`src/rtl/hq_issue_ctrl.sv`:
```
// hq_issue_ctrl
// Issues one block of eight stored channel coefficients to a downstream
// |h|^2 accumulator and captures the block energy it returns.
//
// Optional feature macro: HQ_TIMEOUT_EN
//   defined   : WAIT gives up after TIMEOUT cycles without a result and pulses err
//   undefined : WAIT holds until Dh_result_valid; err is tied low
//
// Ports
//   clk, rst            clock, asynchronous active-high reset
//   wr_en, wr_addr      coefficient-buffer write (dropped while busy)
//   wr_real, wr_im      signed Q-format coefficient to write
//   start               request to issue one 8-sample block (IDLE only)
//   Dh_en               per-sample valid to the accumulator
//   out_real, out_im    sample accompanying Dh_en, zero otherwise
//   Dh_in               accumulated energy from the accumulator
//   Dh_result_valid     accumulator result strobe
//   dh_energy           captured block energy
//   busy, done, err     status; done/err are single-cycle pulses
module hq_issue_ctrl #(
  parameter int Q       = 8,
  parameter int N       = 16,
  parameter int TIMEOUT = 16
) (
  input  logic         clk,
  input  logic         rst,
  input  logic         wr_en,
  input  logic [2:0]   wr_addr,
  input  logic [N-1:0] wr_real,
  input  logic [N-1:0] wr_im,
  input  logic         start,
  output logic         Dh_en,
  output logic [N-1:0] out_real,
  output logic [N-1:0] out_im,
  input  logic [N-1:0] Dh_in,
  input  logic         Dh_result_valid,
  output logic [N-1:0] dh_energy,
  output logic         busy,
  output logic         done,
  output logic         err
);

  if (Q >= N || TIMEOUT < 1) begin : g_param_check
    $error("hq_issue_ctrl: need Q < N and TIMEOUT >= 1");
  end

  typedef enum logic [1:0] {IDLE, ISSUE, WAIT} state_t;

  state_t       state;
  logic [2:0]   idx;
  logic [N-1:0] buf_re [8];
  logic [N-1:0] buf_im [8];

  assign busy = (state != IDLE);

  // A write in the start cycle lands at the same edge that enters ISSUE,
  // and entry 0 is read one cycle later, so it is always seen by the block.
  always_ff @(posedge clk or posedge rst) begin
    if (rst) begin
      for (int unsigned i = 0; i < 8; i++) begin
        buf_re[i] <= '0;
        buf_im[i] <= '0;
      end
    end else if (wr_en && state == IDLE) begin
      buf_re[wr_addr] <= wr_real;
      buf_im[wr_addr] <= wr_im;
    end
  end

`ifdef HQ_TIMEOUT_EN
  localparam int CW = (TIMEOUT > 1) ? $clog2(TIMEOUT) : 1;
  logic [CW-1:0] wait_cnt;
  logic          err_q;
  assign err = err_q;
`else
  assign err = 1'b0;
`endif

  // Dh_en lags the ISSUE state by one cycle, so the 8th sample is still on
  // the bus during the first WAIT cycle; a result strobe is only honoured
  // once Dh_en has dropped.
  always_ff @(posedge clk or posedge rst) begin
    if (rst) begin
      state     <= IDLE;
      idx       <= '0;
      Dh_en     <= 1'b0;
      out_real  <= '0;
      out_im    <= '0;
      dh_energy <= '0;
      done      <= 1'b0;
`ifdef HQ_TIMEOUT_EN
      wait_cnt  <= '0;
      err_q     <= 1'b0;
`endif
    end else begin
      done     <= 1'b0;
      Dh_en    <= 1'b0;
      out_real <= '0;
      out_im   <= '0;
`ifdef HQ_TIMEOUT_EN
      err_q    <= 1'b0;
`endif
      case (state)
        IDLE: begin
          // done high means the block just finished; a start here is dropped
          if (start && !done) begin
            state <= ISSUE;
            idx   <= '0;
          end
        end
        ISSUE: begin
          Dh_en    <= 1'b1;
          out_real <= buf_re[idx];
          out_im   <= buf_im[idx];
          idx      <= idx + 3'd1;
`ifdef HQ_TIMEOUT_EN
          wait_cnt <= '0;
`endif
          if (idx == 3'd7) state <= WAIT;
        end
        WAIT: begin
          if (Dh_result_valid && !Dh_en) begin
            dh_energy <= Dh_in;
            done      <= 1'b1;
            state     <= IDLE;
          end
`ifdef HQ_TIMEOUT_EN
          else if (wait_cnt == CW'(TIMEOUT - 1)) begin
            err_q <= 1'b1;
            state <= IDLE;
          end else begin
            wait_cnt <= wait_cnt + 1'b1;
          end
`endif
        end
        default: state <= IDLE;
      endcase
    end
  end

endmodule

```
`config.mk`:
```
export PLATFORM = sky130hd
export DESIGN_NAME = hq_issue_ctrl
export DESIGN_NICKNAME = d
export VERILOG_FILES = /design/src/rtl/hq_issue_ctrl.sv
export SDC_FILE = /design/constraint.sdc
export NUM_CORES = 1
export LEC_CHECK = 0
export ABC_AREA = 1
export CAP_MARGIN = 20
export CORE_MARGIN = 2
export CORE_UTILIZATION = 53
export DETAILED_ROUTE_END_ITERATION = 12
export GPL_TIMING_DRIVEN = 0
export PLACE_DENSITY = 0.75
export SYNTH_ARGS = -nofsm -noshare
export SYNTH_HDL_FRONTEND = slang
export SYNTH_SLANG_ARGS = --single-unit
```
`constraint.sdc`:
```
create_clock -name clk -period 8.9 [get_ports clk]
set_clock_uncertainty 0.05 [all_clocks]
set_input_delay 0.89 -clock clk [delete_from_list [all_inputs] [get_ports clk]]
set_output_delay 0.89 -clock clk [all_outputs]
set_load 0.02 [all_outputs]
```
* After elaboration in Yosys (flattened, before gate mapping)
Cells that the tools add are included.
Widths: inputs -> output; s select.
** Word-level totals
- Register bits :: 311
- Bits of input ports :: 56
- Word-level logic and storage cells :: 68
** Operators by class
- Add/sub/neg operators :: 1
- Order comparisons :: 3
- Equal/unequal tests :: 6
- Muxes and demuxes :: 21
- Bitwise operators :: 2
- Reductions and logical operators :: 12
** Operators with widths (count)
- $bwmux 128 :: 2
- $mux 16 :: 7
- $bmux 16 s3 :: 2
- $demux 16 s3 :: 1
- $ge 4x4->1 const B :: 2
- $not 3->4 :: 2
- $mux 2 :: 3
- $pmux 2 s3 :: 1
- $pmux 3 s2 :: 1
- $logic_and 1x1->1 :: 4
- $lt 4x1->1 const B :: 1
- $ne 2x2->1 const B :: 2
- $reduce_and 2->1 :: 2
- $reduce_bool 2->1 :: 2
- $add 3x1->3 const B :: 1
- $eq 3x3->1 const B :: 1
- $mux 1 :: 3
- $mux 3 :: 1
- $reduce_and 3->1 :: 1
- $eq 2x1->1 const B :: 1
- $eq 2x2->1 const B :: 1
- $logic_not 1->1 :: 2
- $logic_not 2->1 :: 1
- $ne 2x1->1 const B :: 1

* Depth between registers and ports, before layout
- Depth after elaboration :: 6
- Depth in mapped cells :: 9
- Gate-level depth less buffers :: 6

* Worst setup path before layout
OpenSTA, ideal clock, no wires.
- Kind :: input port to flip-flop
- Start :: input port wr_addr[2]
- End :: register buf_im[104] (netlist bit)
- Setup time :: 130 ps
- Arrival :: 1685 ps
- Required time :: 8720 ps
- Slack :: 7035 ps
- Stages :: 6
- Buffers on the path :: 1
- Cells stage by stage :: or2_2 -> nor2_1 -> nand2_2 -> buf_2 -> nand2_1 -> o21ai_0
** On the way
- Cells in the longest elaborated chain, start to end :: 6
** Ends and longest elaborated chain
- from (decl) :: RTL line 28 : input logic [2:0] wr_addr,
- $not 3->4 (implied by the code) * :: RTL line 66 : buf_im[wr_addr] <= wr_im;
- $ge 4x4->1 (implied by the code) or $lt 4x1->1 (tied branches) :: RTL line 66
- $logic_and 1x1->1 (implied by the code) :: RTL line 66
- $mux 16 (implied by the code) :: RTL line 66
- $demux 16 s3 * :: RTL line 66
- $bwmux 128 * :: RTL line 66
- to (signal, indexed assignment) :: RTL line 66
- to (decl) :: RTL line 52 : logic [N-1:0] buf_im [8];
Mark *: on every way between the ends. The rest lies on a longest branch, timed or not.
A chain may end at the register's enable or synchronous reset.

* Worst setup path after layout
- Start :: register state[0]
- End :: output port busy
** On the way
- Cells in the longest elaborated chain, start to end :: 1
** Ends and longest elaborated chain
- from (decl) :: RTL line 49 : state_t state;
- from (signal assigned) :: RTL line 84 : state <= IDLE;
- from (signal assigned) :: RTL line 107 : state <= ISSUE;
- from (signal assigned) :: RTL line 119 : if (idx == 3'd7) state <= WAIT;
- $reduce_bool 2->1 :: RTL line 54 : assign busy = (state != IDLE);
- to (decl) :: RTL line 38 : output logic busy,
No other way between the ends.

==> flow_summary.json <==
{
  "filler_cell_count": 2253,
  "cts.sinks": 311,
  "worst_slew_pin_slew_ns": 1.05,
  "synth_flop_cell": "dfrtp_1",
  "path_clk_slew_ns": 0.06,
  "vdd_drop_max_uv": 191,
  "rrSetupSlack_ns": 6.72,
  "finalCriticalPeriod_ns": 2.68,
  "synth.cell_area_um2": 14300,
  "drive_gt1_frac": 0.0546,
  "fin_area_um2": 17000,
  "hold_violations": 0,
  "min_path_type": "flip-flop to flip-flop",
  "power_density_nw_per_um2": 373,
  "timing.rr.end": "out_im[15]",
  "setup_tns_ns": 0,
  "cts_root_buf": "clkbuf_16",
  "finalWirelength_um": 43000,
  "instances_no_fill": 2373,
  "placed_cell_area_um2": 15900,
  "fp.dieH_um": 168,
  "slew_headroom": 0.300,
  "crit_type": "flip-flop to output pin",
  "dp_hpwl_um": 28000,
  "clock.fmax_ghz": 0.374,
  "cts_max_level": 2,
  "ys_warn_count": 0,
  "synth.avg_cell_area_um2": 7.67,
  "place_inst": 2315,
  "wl_per_cell_um": 18.1,
  "critPathLaunch": "state[0]",
  "worstSkewPairLatency_ns": 0.51,
  "synth_cells": 1860,
  "end_kind": "output pin",
  "die_x_um": 168,
  "ant_nets": 0,
  "utilization": 0.639,
  "startpoint_type": "flip-flop",
  "gr-max-usage-layer": "met2",
  "status": "completed",
  "cts_made_buffers": 35,
  "yosysUniqueCellTypes": 22,
  "core_um2": 26700,
  "grt_pass1_vias": 12700,
  "post_cts_resized": 0,
  "die-area_um2": 28200,
  "hold_buffers": 0,
  "timing.final.max_slew_violations": 0,
  "io_buffer_count": 106,
  "ys_ff_latch": 311,
  "crit_required_ns": 7.96,
  "grt_max_degree": 44,
  "track_usage": 0.314,
  "layout_commonest_cell": "nand2_1",
  "power_mw": 6.35,
  "synth_edf_count": 0,
  "vias": 12800,
  "final_cell_mix": "nand2_1 (635), dfrtp_1 (311), inv_1 (297)",
  "holdCritStartpoint": "dh_energy[12]",
  "drtIter0Drc": 1299,
  "rows": 60,
  "r2r_start": "idx[0]",
  "cts_tree": "yes",
  "vias_per_cell": 5.39,
  "worstPathMaxFanout": 4,
  "grt_util_met2": 0.489,
  "maxCapViolCount": 0,
  "antenna_found_initial": 0,
  "rsz0062_at_grt": "no",
  "clock_path_buffers": 3,
  "grt_pass1_wl_um": 68700,
  "timing.final.crit_share": 0.301,
  "post-cts-setup-buffers": 0,
  "crit_arrival_ns": 1.74,
  "worstRegToRegCells": 9,
  "synth_sequential_area_ratio": 0.546,
  "drc": 0,
  "use_met3": 0.0729,
  "place_congestion": 0.924,
  "postSynth.asyncResetShare": 1.00,
  "worstHoldPathCells": 2,
  "synth_fp_nets": 1918,
  "setup_viol": 0,
  "whs_endpoint": "dh_energy[12]",
  "nets": 2069,
  "grt_use_met1": 0.426,
  "antenna_cells": 0,
  "leakage_nw": 8.86,
  "gr-total-overflow": 0,
  "ios": 108,
  "first_pass_iters": 8,
  "area_delta_synth_final_pct": 19.5,
  "start_util": 0.535
}
## metal layers
| metal | up-vias | part of all wire | wire length, um |
|---|---|---|---|
| met5 | - | 0 | 0 |
| met4 | 0 | 0.045 | 1940 |
| met1 | 6045 | 0.41 | 17700 |
| met2 | 655 | 0.45 | 19100 |
| met3 | 128 | 0.099 | 4260 |
| li1 | 5967 | - | - |
## where the power goes
part | switching (mW) | internal, mW | total [mW]
registers | 0.313 | 2.03 | 2.34
clock network | 0.560 | 0.842 | 1.40
logic | 1.70 | 0.912 | 2.61
total | 2.57 | 3.78 | 6.35
## sequential cells by signal, summed over array words and instances, names as in the netlist
signal,cells
buf_im,128
idx,3
out_real,16
done,1
Dh_en,1
buf_re,128
dh_energy,16
out_im,16
state,2
## cell usage after synthesis (2+ instances only)
cell type / n / area share
nand2_1: 635 / 0.17
dfrtp_1: 311 / 0.55
inv_1: 298 / 0.078
o21ai_0: 252 / 0.088
nand3_1: 161 / 0.057
nor2_1: 74 / 0.019
clkbuf_1: 48 / 0.013
buf_2: 38 / 0.013
buf_1: 17 / 0.0045
nand2_2: 6 / 0.0026
o21ai_1: 6 / 0.0021
ha_1: 2 / 0.0018
inv_2: 2 / 0.00053
nand3_4: 2 / 0.0025
## worst max path at each step
stage | cells after the start | slack [ns] | endpoint
4_1_cts | 3 | 6.20 | busy
6_report | 3 | 6.22 | busy
3_3_place_gp | 2 | 1.69 | dh_energy[10]
2_1_floorplan | 1 | 3.82 | Dh_en
5_1_grt | 3 | 6.18 | busy
3_5_place_dp | 6 | 5.95 | buf_im[98]
## critical path, cell delays in order, from the launching register on
cell and delay [ns]:
dfrtp_1 0.41, nor2_2 0.17, inv_2 0.08, clkdlybuf4s50_1 0.56
## logic make-up after synthesis
kind of cell | after synthesis | synth area share
buf+inv | 405 | 0.110
other cells | 1 | 0.000263
compound gates | 260 | 0.0915
flops | 311 | 0.546
fa+ha+maj | 2 | 0.00175
simple gates | 881 | 0.251
## stage by stage
step	worst slack, ns	hold slack (ns)
2_1_floorplan	3.82	0.403
3_5_place_dp	5.95	0.414
6_report	6.22	0.424
3_3_place_gp	1.69	0.414
4_1_cts	6.20	0.429
5_1_grt	6.18	0.445
## area by class of cell
class | count | area [um^2] | area share
repair buffers | 114 | 1240 | 0.0726
plain buffers | 104 | 442 | 0.0259
well taps | 341 | 427 | 0.0250
multi-input cells | 1144 | 4910 | 0.288
flip-flops and latches | 311 | 7780 | 0.457
clock buffers | 52 | 1050 | 0.0618
inverters | 301 | 1130 | 0.0665
clock inverters | 6 | 55.1 | 0.00323
(Power assumes the default switching activity.)
